## config.mk

```make
export PLATFORM = sky130hd
export DESIGN_NAME = mod_reduce_128_flat
export DESIGN_NICKNAME = d
export VERILOG_FILES = /design/src/rtl/mod_reduce_128_if.sv /design/src/rtl/mod_reduce_128.sv /design/src/flat_wrapper.sv
export SDC_FILE = /design/constraint.sdc
export NUM_CORES = 1
export LEC_CHECK = 0
export ABC_AREA = 1
export ABC_CLOCK_PERIOD_IN_PS = 17000
export CAP_MARGIN = 20
export CORE_ASPECT_RATIO = 1.25
export CORE_UTILIZATION = 60
export CTS_CLUSTER_SIZE = 24
export DETAILED_ROUTE_END_ITERATION = 12
export PLACE_DENSITY = 0.85
export SETUP_SLACK_MARGIN = 0.1
export SLEW_MARGIN = 25
export SYNTH_ARGS = -nofsm -noshare
export SYNTH_HDL_FRONTEND = slang
export SYNTH_SLANG_ARGS = --single-unit
```

## constraint.sdc

```tcl
create_clock -name clk -period 17 [get_ports clk]
set_clock_uncertainty 0.1 [all_clocks]
set_input_delay 2.55 -clock clk [delete_from_list [all_inputs] [get_ports clk]]
set_output_delay 2.55 -clock clk [all_outputs]
set_load 0.02 [all_outputs]
```

## src/rtl/mod_reduce_128_if.sv

```systemverilog
// Stream bundle between mod_reduce_128 and its neighbours: product in, remainder out.
// The master side supplies the product/modulus and consumes the remainder.
interface mod_reduce_128_if #(
  parameter int WIDTH = 64
);
  logic [2*WIDTH-1:0] input_tdata;
  logic               input_tvalid;
  logic               input_tready;
  logic [WIDTH-1:0]   modulus;
  logic [WIDTH-1:0]   output_tdata;
  logic               output_tvalid;
  logic               output_tready;
  logic               output_error;

  modport master (
    output input_tdata,
    output input_tvalid,
    input  input_tready,
    output modulus,
    input  output_tdata,
    input  output_tvalid,
    output output_tready,
    input  output_error
  );

  modport slave (
    input  input_tdata,
    input  input_tvalid,
    output input_tready,
    input  modulus,
    output output_tdata,
    output output_tvalid,
    input  output_tready,
    output output_error
  );
endinterface

```

## src/rtl/mod_reduce_128.sv

```systemverilog
// Bit-serial restoring reduction of a 2*WIDTH-bit product modulo a WIDTH-bit modulus.
// Optional MOD_REDUCE_128_FAST_PATH_EN: products already below the modulus finish in one cycle.
module mod_reduce_128 #(
  parameter int WIDTH = 64
) (
  input  logic             clk,
  input  logic             rst,
  mod_reduce_128_if.slave  bus
);

  localparam int PW    = 2 * WIDTH;
  localparam int CNT_W = $clog2(PW) + 1;
  localparam logic [CNT_W-1:0] LAST_ITER = CNT_W'(PW - 1);

  typedef enum logic [1:0] {
    IDLE,
    RUN,
    DONE
  } state_t;

  state_t             state_q, state_d;
  logic [PW-1:0]      q_q, q_d;
  logic [WIDTH-1:0]   m_q, m_d;
  logic [WIDTH-1:0]   r_q, r_d;
  logic [CNT_W-1:0]   cnt_q, cnt_d;
  logic [WIDTH-1:0]   out_q, out_d;
  logic               vld_q, vld_d;
  logic               err_q, err_d;

  logic               accept;
  logic               fast_hit;
  logic [WIDTH-1:0]   step_r;

  // One restoring step: shift the next product bit into r and subtract m if it fits.
  // Since r < m, t < 2m, so the result always fits back into WIDTH bits.
  function automatic logic [WIDTH-1:0] restore_step(
    input logic [WIDTH-1:0] r,
    input logic             bit_in,
    input logic [WIDTH-1:0] m
  );
    logic [WIDTH:0] t;
    logic [WIDTH:0] diff;
    t    = {r, bit_in};
    diff = t - {1'b0, m};
    if (t >= {1'b0, m}) restore_step = diff[WIDTH-1:0];
    else                restore_step = t[WIDTH-1:0];
  endfunction

  assign bus.input_tready = (state_q == IDLE) && !rst;
  assign accept           = bus.input_tvalid && bus.input_tready;
  assign step_r           = restore_step(r_q, q_q[PW-1], m_q);

`ifdef MOD_REDUCE_128_FAST_PATH_EN
  assign fast_hit = (bus.input_tdata[PW-1:WIDTH] == '0) &&
                    (bus.input_tdata[WIDTH-1:0] < bus.modulus) &&
                    (bus.modulus != '0);
`else
  assign fast_hit = 1'b0;
`endif

  always_ff @(posedge clk or posedge rst) begin
    if (rst) state_q <= IDLE;
    else     state_q <= state_d;
  end

  always_comb begin
    state_d = state_q;
    q_d     = q_q;
    m_d     = m_q;
    r_d     = r_q;
    cnt_d   = cnt_q;
    out_d   = out_q;
    vld_d   = vld_q;
    err_d   = err_q;

    case (state_q)
      IDLE: begin
        if (accept) begin
          q_d   = bus.input_tdata;
          m_d   = bus.modulus;
          r_d   = '0;
          cnt_d = '0;
          if (bus.modulus == '0) begin
            state_d = DONE;
            out_d   = '0;
            err_d   = 1'b1;
            vld_d   = 1'b1;
          end else if (fast_hit) begin
            state_d = DONE;
            out_d   = bus.input_tdata[WIDTH-1:0];
            err_d   = 1'b0;
            vld_d   = 1'b1;
          end else begin
            state_d = RUN;
          end
        end
      end

      RUN: begin
        q_d   = q_q << 1;
        r_d   = step_r;
        cnt_d = cnt_q + 1'b1;
        if (cnt_q == LAST_ITER) begin
          state_d = DONE;
          out_d   = step_r;
          vld_d   = 1'b1;
        end
      end

      DONE: begin
        // out_q is deliberately kept after the handshake; only valid/error drop.
        if (bus.output_tready) begin
          vld_d   = 1'b0;
          err_d   = 1'b0;
          state_d = IDLE;
        end
      end

      default: begin
        state_d = IDLE;
      end
    endcase
  end

  always_ff @(posedge clk or posedge rst) begin
    if (rst) begin
      q_q   <= '0;
      m_q   <= '0;
      r_q   <= '0;
      cnt_q <= '0;
      out_q <= '0;
      vld_q <= 1'b0;
      err_q <= 1'b0;
    end else begin
      q_q   <= q_d;
      m_q   <= m_d;
      r_q   <= r_d;
      cnt_q <= cnt_d;
      out_q <= out_d;
      vld_q <= vld_d;
      err_q <= err_d;
    end
  end

  assign bus.output_tdata  = out_q;
  assign bus.output_tvalid = vld_q;
  assign bus.output_error  = err_q;

endmodule

```

## src/flat_wrapper.sv

```systemverilog
// flat-port wrapper written by rule: the top's interface ports become plain ports
module mod_reduce_128_flat 
#(
  parameter int WIDTH = 64
)
  (clk, rst, bus_input_tdata, bus_input_tvalid, bus_input_tready, bus_modulus, bus_output_tdata, bus_output_tvalid, bus_output_tready, bus_output_error);
  mod_reduce_128_if #(.WIDTH(WIDTH)) bus_i ();
  input  logic clk;
  input  logic rst;
  input wire logic [$bits(bus_i.input_tdata)-1:0] bus_input_tdata;
  input wire logic [$bits(bus_i.input_tvalid)-1:0] bus_input_tvalid;
  output wire logic [$bits(bus_i.input_tready)-1:0] bus_input_tready;
  input wire logic [$bits(bus_i.modulus)-1:0] bus_modulus;
  output wire logic [$bits(bus_i.output_tdata)-1:0] bus_output_tdata;
  output wire logic [$bits(bus_i.output_tvalid)-1:0] bus_output_tvalid;
  input wire logic [$bits(bus_i.output_tready)-1:0] bus_output_tready;
  output wire logic [$bits(bus_i.output_error)-1:0] bus_output_error;
  assign bus_i.input_tdata = bus_input_tdata;
  assign bus_i.input_tvalid = bus_input_tvalid;
  assign bus_input_tready = bus_i.input_tready;
  assign bus_i.modulus = bus_modulus;
  assign bus_output_tdata = bus_i.output_tdata;
  assign bus_output_tvalid = bus_i.output_tvalid;
  assign bus_i.output_tready = bus_output_tready;
  assign bus_output_error = bus_i.output_error;
  mod_reduce_128 #(.WIDTH(WIDTH)) u_core (.clk(clk), .rst(rst), .bus(bus_i));
endmodule
```

==> reports/qor.csv <==
stage,metric,value,unit
clocking,TritonCTS Sinks,332,
clocking,clk buf depth,3,
synthesis,mean post-synth cell area,6.70,sq um
timing,setup TNS,0,ns
synthesis,top post-synthesis cells by area,"dfrtp_1, nand2_1, inv_1, nor2_1, ha_1",
die,full die area,36900,sq um
timing,fin. max-slew vios,0,
critical_path,CP Class,input port to output port,
critical_path,Critical Path Sink,bus_input_tready,
critical_path,critical path launch point,rst,
clocking,clk_lat worst skew,0.54,ns
global_route,vias in the first global route,21200,
clocking,Setup Buffers After CTS,0,
synthesis,"Cell Area, Synth",21600,sq um
critical_path,Crit. End Element,output port,
die,Initial Utilization,0.611,
finish,n_diodes,0,
timing,final worst slack,10.45,ns
clocking,H-tree depth,2,
synthesis,sequential share of the synthesized area,0.384,
critical_path,peak fanout along the critical path,2,
critical_path,most frequent CP cell,clkdlybuf4s50_1,
route,DR WL/cell,17.2,microns
die,core box area,35500,sq um
critical_path,reg2reg setup slack,12.89,ns
clocking,Worst-path clk slew,0.06,ns
synthesis,Post-synth EDFFs,0,
synthesis,proportion of netlist area held by the largest area contributor,0.384,
timing,Hold Slack,0.382,ns
critical_path,reg-to-reg startpoint,u_core.state_q[0],
finish,layout cells sized above 1,0.0547,
worst_hold_path,HP Class,register to register,
clocking,Root Driver,clkbuf_16,
die,die width,172,microns
global_route,first-pass GRT wire length,107,mm
timing,Final Setup Violations,0,
synthesis,top_reg_cell synth,dfrtp_1,
clocking,CTS tree,yes,
pwr,Static Leak,13.6,nW
critical_path,RR Endpoint,u_core.bus.output_tdata[23],
placement,post-DP HPWL,48.9,mm
timing,period utilisation layout,0.385,
clocking,CTS hold repair buffers,0,
global_route,GRT Total Usage,0.368,
critical_path,WP data arrival,3.90,ns
finish,fin cells,3909,
route,drt pass-1 iters,6,
route,vias per cell,5.54,
run_status,status,"finished, final reports clean",
synthesis,"FFs w/ async S/R, synth",1.00,
synthesis,Post-Syn Nets,3494,
timing,Slew HR,0.268,
synthesis,most common library cells after synthesis,"nand2_1, inv_1, dfrtp_1",
synthesis,post-synthesis register bit count,332,
placement,placed insts,3847,
placement,port bufs,262,
global_route,initial antenna violation count,1,
synthesis,Synth area leader,dfrtp_1,
timing,Final Hold Fails,0,
placement,Final Wtd Congestion,0.960,
route,Initial DRC Count,1981,
critical_path,CP startpoint kind,input port,
critical_path,stages on the worst setup path,3,
finish,Util after Layout,0.719,
synthesis,top-count cell post-synth,nand2_1,
pwr,power density cells,139,nW/um^2
finish,P&R area growth vs syn,17.8,%
synthesis,Synth warnings,0,
route,Post-route DRC,0,
timing,actual slew at the worst max-slew pin,1.09,ns
clocking,CTS Buf Count,34,
global_route,largest net degree at the start of global routing,207,
global_route,Congestion Overflow GR,0,
route,Detail Route Antenna Nets,0,
synthesis,"Distinct cells, synth",44,
die,die height,214,microns
critical_path,Top Family by Delay on Critical Path,buffers and inverters,
die,num rows,77,
route,drt total wl,67.2,mm
critical_path,path depth of the worst reg2reg path,13,
critical_path,CP cell instances,clkdlybuf4s50_1 -> nor2_2 -> clkdlybuf4s50_1,
die,io pins,263,
timing,RSZ-0062 raised after global routing,false,
critical_path,worst path required time,14.35,ns
run,Max Cap Viol,0,
timing,crit path time final,6.55,ns
critical_path,slowest library cell on the worst path,clkdlybuf4s50_1,
finish,# nets final,3676,
critical_path,CP peak stage delay,0.62,ns
clocking,post_cts resized,0,
route,via count,21600,
worst_hold_path,hold path depth,2,
critical_path,worst path bufs/invs,2,
placement,pre-CTS WS,10.40,ns
timing,maximum clock frequency,153,MHz
synthesis,Post-Synthesis Cells,3229,
pwr,worst vdd ir,126,uV
## layout make-up
cell class | instances | area (sq um)
repair buffers | 276 | 2780
flip-flops and latches | 332 | 8310
multi-input cells | 2248 | 10700
inverters | 519 | 1960
clock inverters | 7 | 108
well taps | 474 | 593
clock buffers | 53 | 1000
fillers | 2737 | 9960
## state kept, by name, summed over array words and instances (netlist names)
| signal | count |
|---|---|
| u_core.bus.output_error | 1 |
| u_core.cnt_q | 8 |
| u_core.bus.output_tdata | 64 |
| u_core.r_q | 64 |
| u_core.m_q | 64 |
| u_core.bus.output_tvalid | 1 |
| u_core.state_q | 2 |
| u_core.q_q | 128 |
## where the power goes
part / total (W) / leakage, nW / internal (W) / switching [W]
Clock: 0.000752 / 0.542 / 0.000427 / 0.000325
Combinational: 0.00162 / 8.97 / 0.000496 / 0.00113
Sequential: 0.00117 / 4.13 / 0.00104 / 0.000128
## cell families (layout without fill, tap and decap cells)
kind of cell / Yosys count / count (layout) / share of synthesized area
compound gates: 252 / 252 / 0.0670
buf+inv: 649 / 855 / 0.121
fa+ha+maj: 69 / 69 / 0.0402
xor+xnor: 31 / 31 / 0.0125
flops: 332 / 332 / 0.384
simple gates: 1896 / 1896 / 0.375
## worst min-delay path, delay by kind of cell, from the launching register on
kind             cells  cell delay, ns
DFF                  1            0.34
and+or+nand+nor      2            0.10
## worst min path at each step
stage	from	endpoint	slack, ns
final	u_core.bus.output_tdata[5]	u_core.bus.output_tdata[5]	0.38
after global routing	u_core.bus.output_tdata[35]	u_core.bus.output_tdata[35]	0.40
after global placement	u_core.cnt_q[7]	u_core.cnt_q[7]	0.35
after CTS	u_core.bus.output_tdata[5]	u_core.bus.output_tdata[5]	0.38
after floorplan	u_core.cnt_q[7]	u_core.cnt_q[7]	0.33
after detailed placement	u_core.bus.output_tdata[34]	u_core.bus.output_tdata[34]	0.37
## metal layers
| metal | global-route usage | routed length [microns] | vias up |
|---|---|---|---|
| li1 | - | - | 10400 |
| met1 | 0.434 | 25800 | 10000 |
| met2 | 0.651 | 33800 | 991 |
| met3 | 0.0624 | 4670 | 184 |
| met4 | 0.152 | 2910 | 0 |
| met5 | 0 | 0 | - |
## through the flow
stage | area [sq um] | power, W
floorplan | 21600 | 0.00233
global placement | 24300 | 0.00266
detailed placement | 24300 | 0.00274
CTS | 25400 | 0.00351
global route | 25500 | 0.00377
finish | 25500 | 0.00354
## placed cells by master, fill, tap and decap left out, types with 8 or more instances in the layout
cell,instances
nand2_2,27
nor2_2,18
clkbuf_1,11
xnor2_1,30
nand3_2,18
inv_2,30
ha_1,67
nor2_1,235
nand4_1,119
nand3_1,145
o21ai_0,71
dfrtp_1,332
clkbuf_16,34
clkbuf_8,8
nand3b_1,15
a31oi_1,129
clkdlybuf4s50_1,262
inv_1,482
a21oi_1,41
nor3_1,14
nor2_4,9
buf_4,10
nor4_1,14
nand2_1,1259
Power figures use the tool's default switching activity.
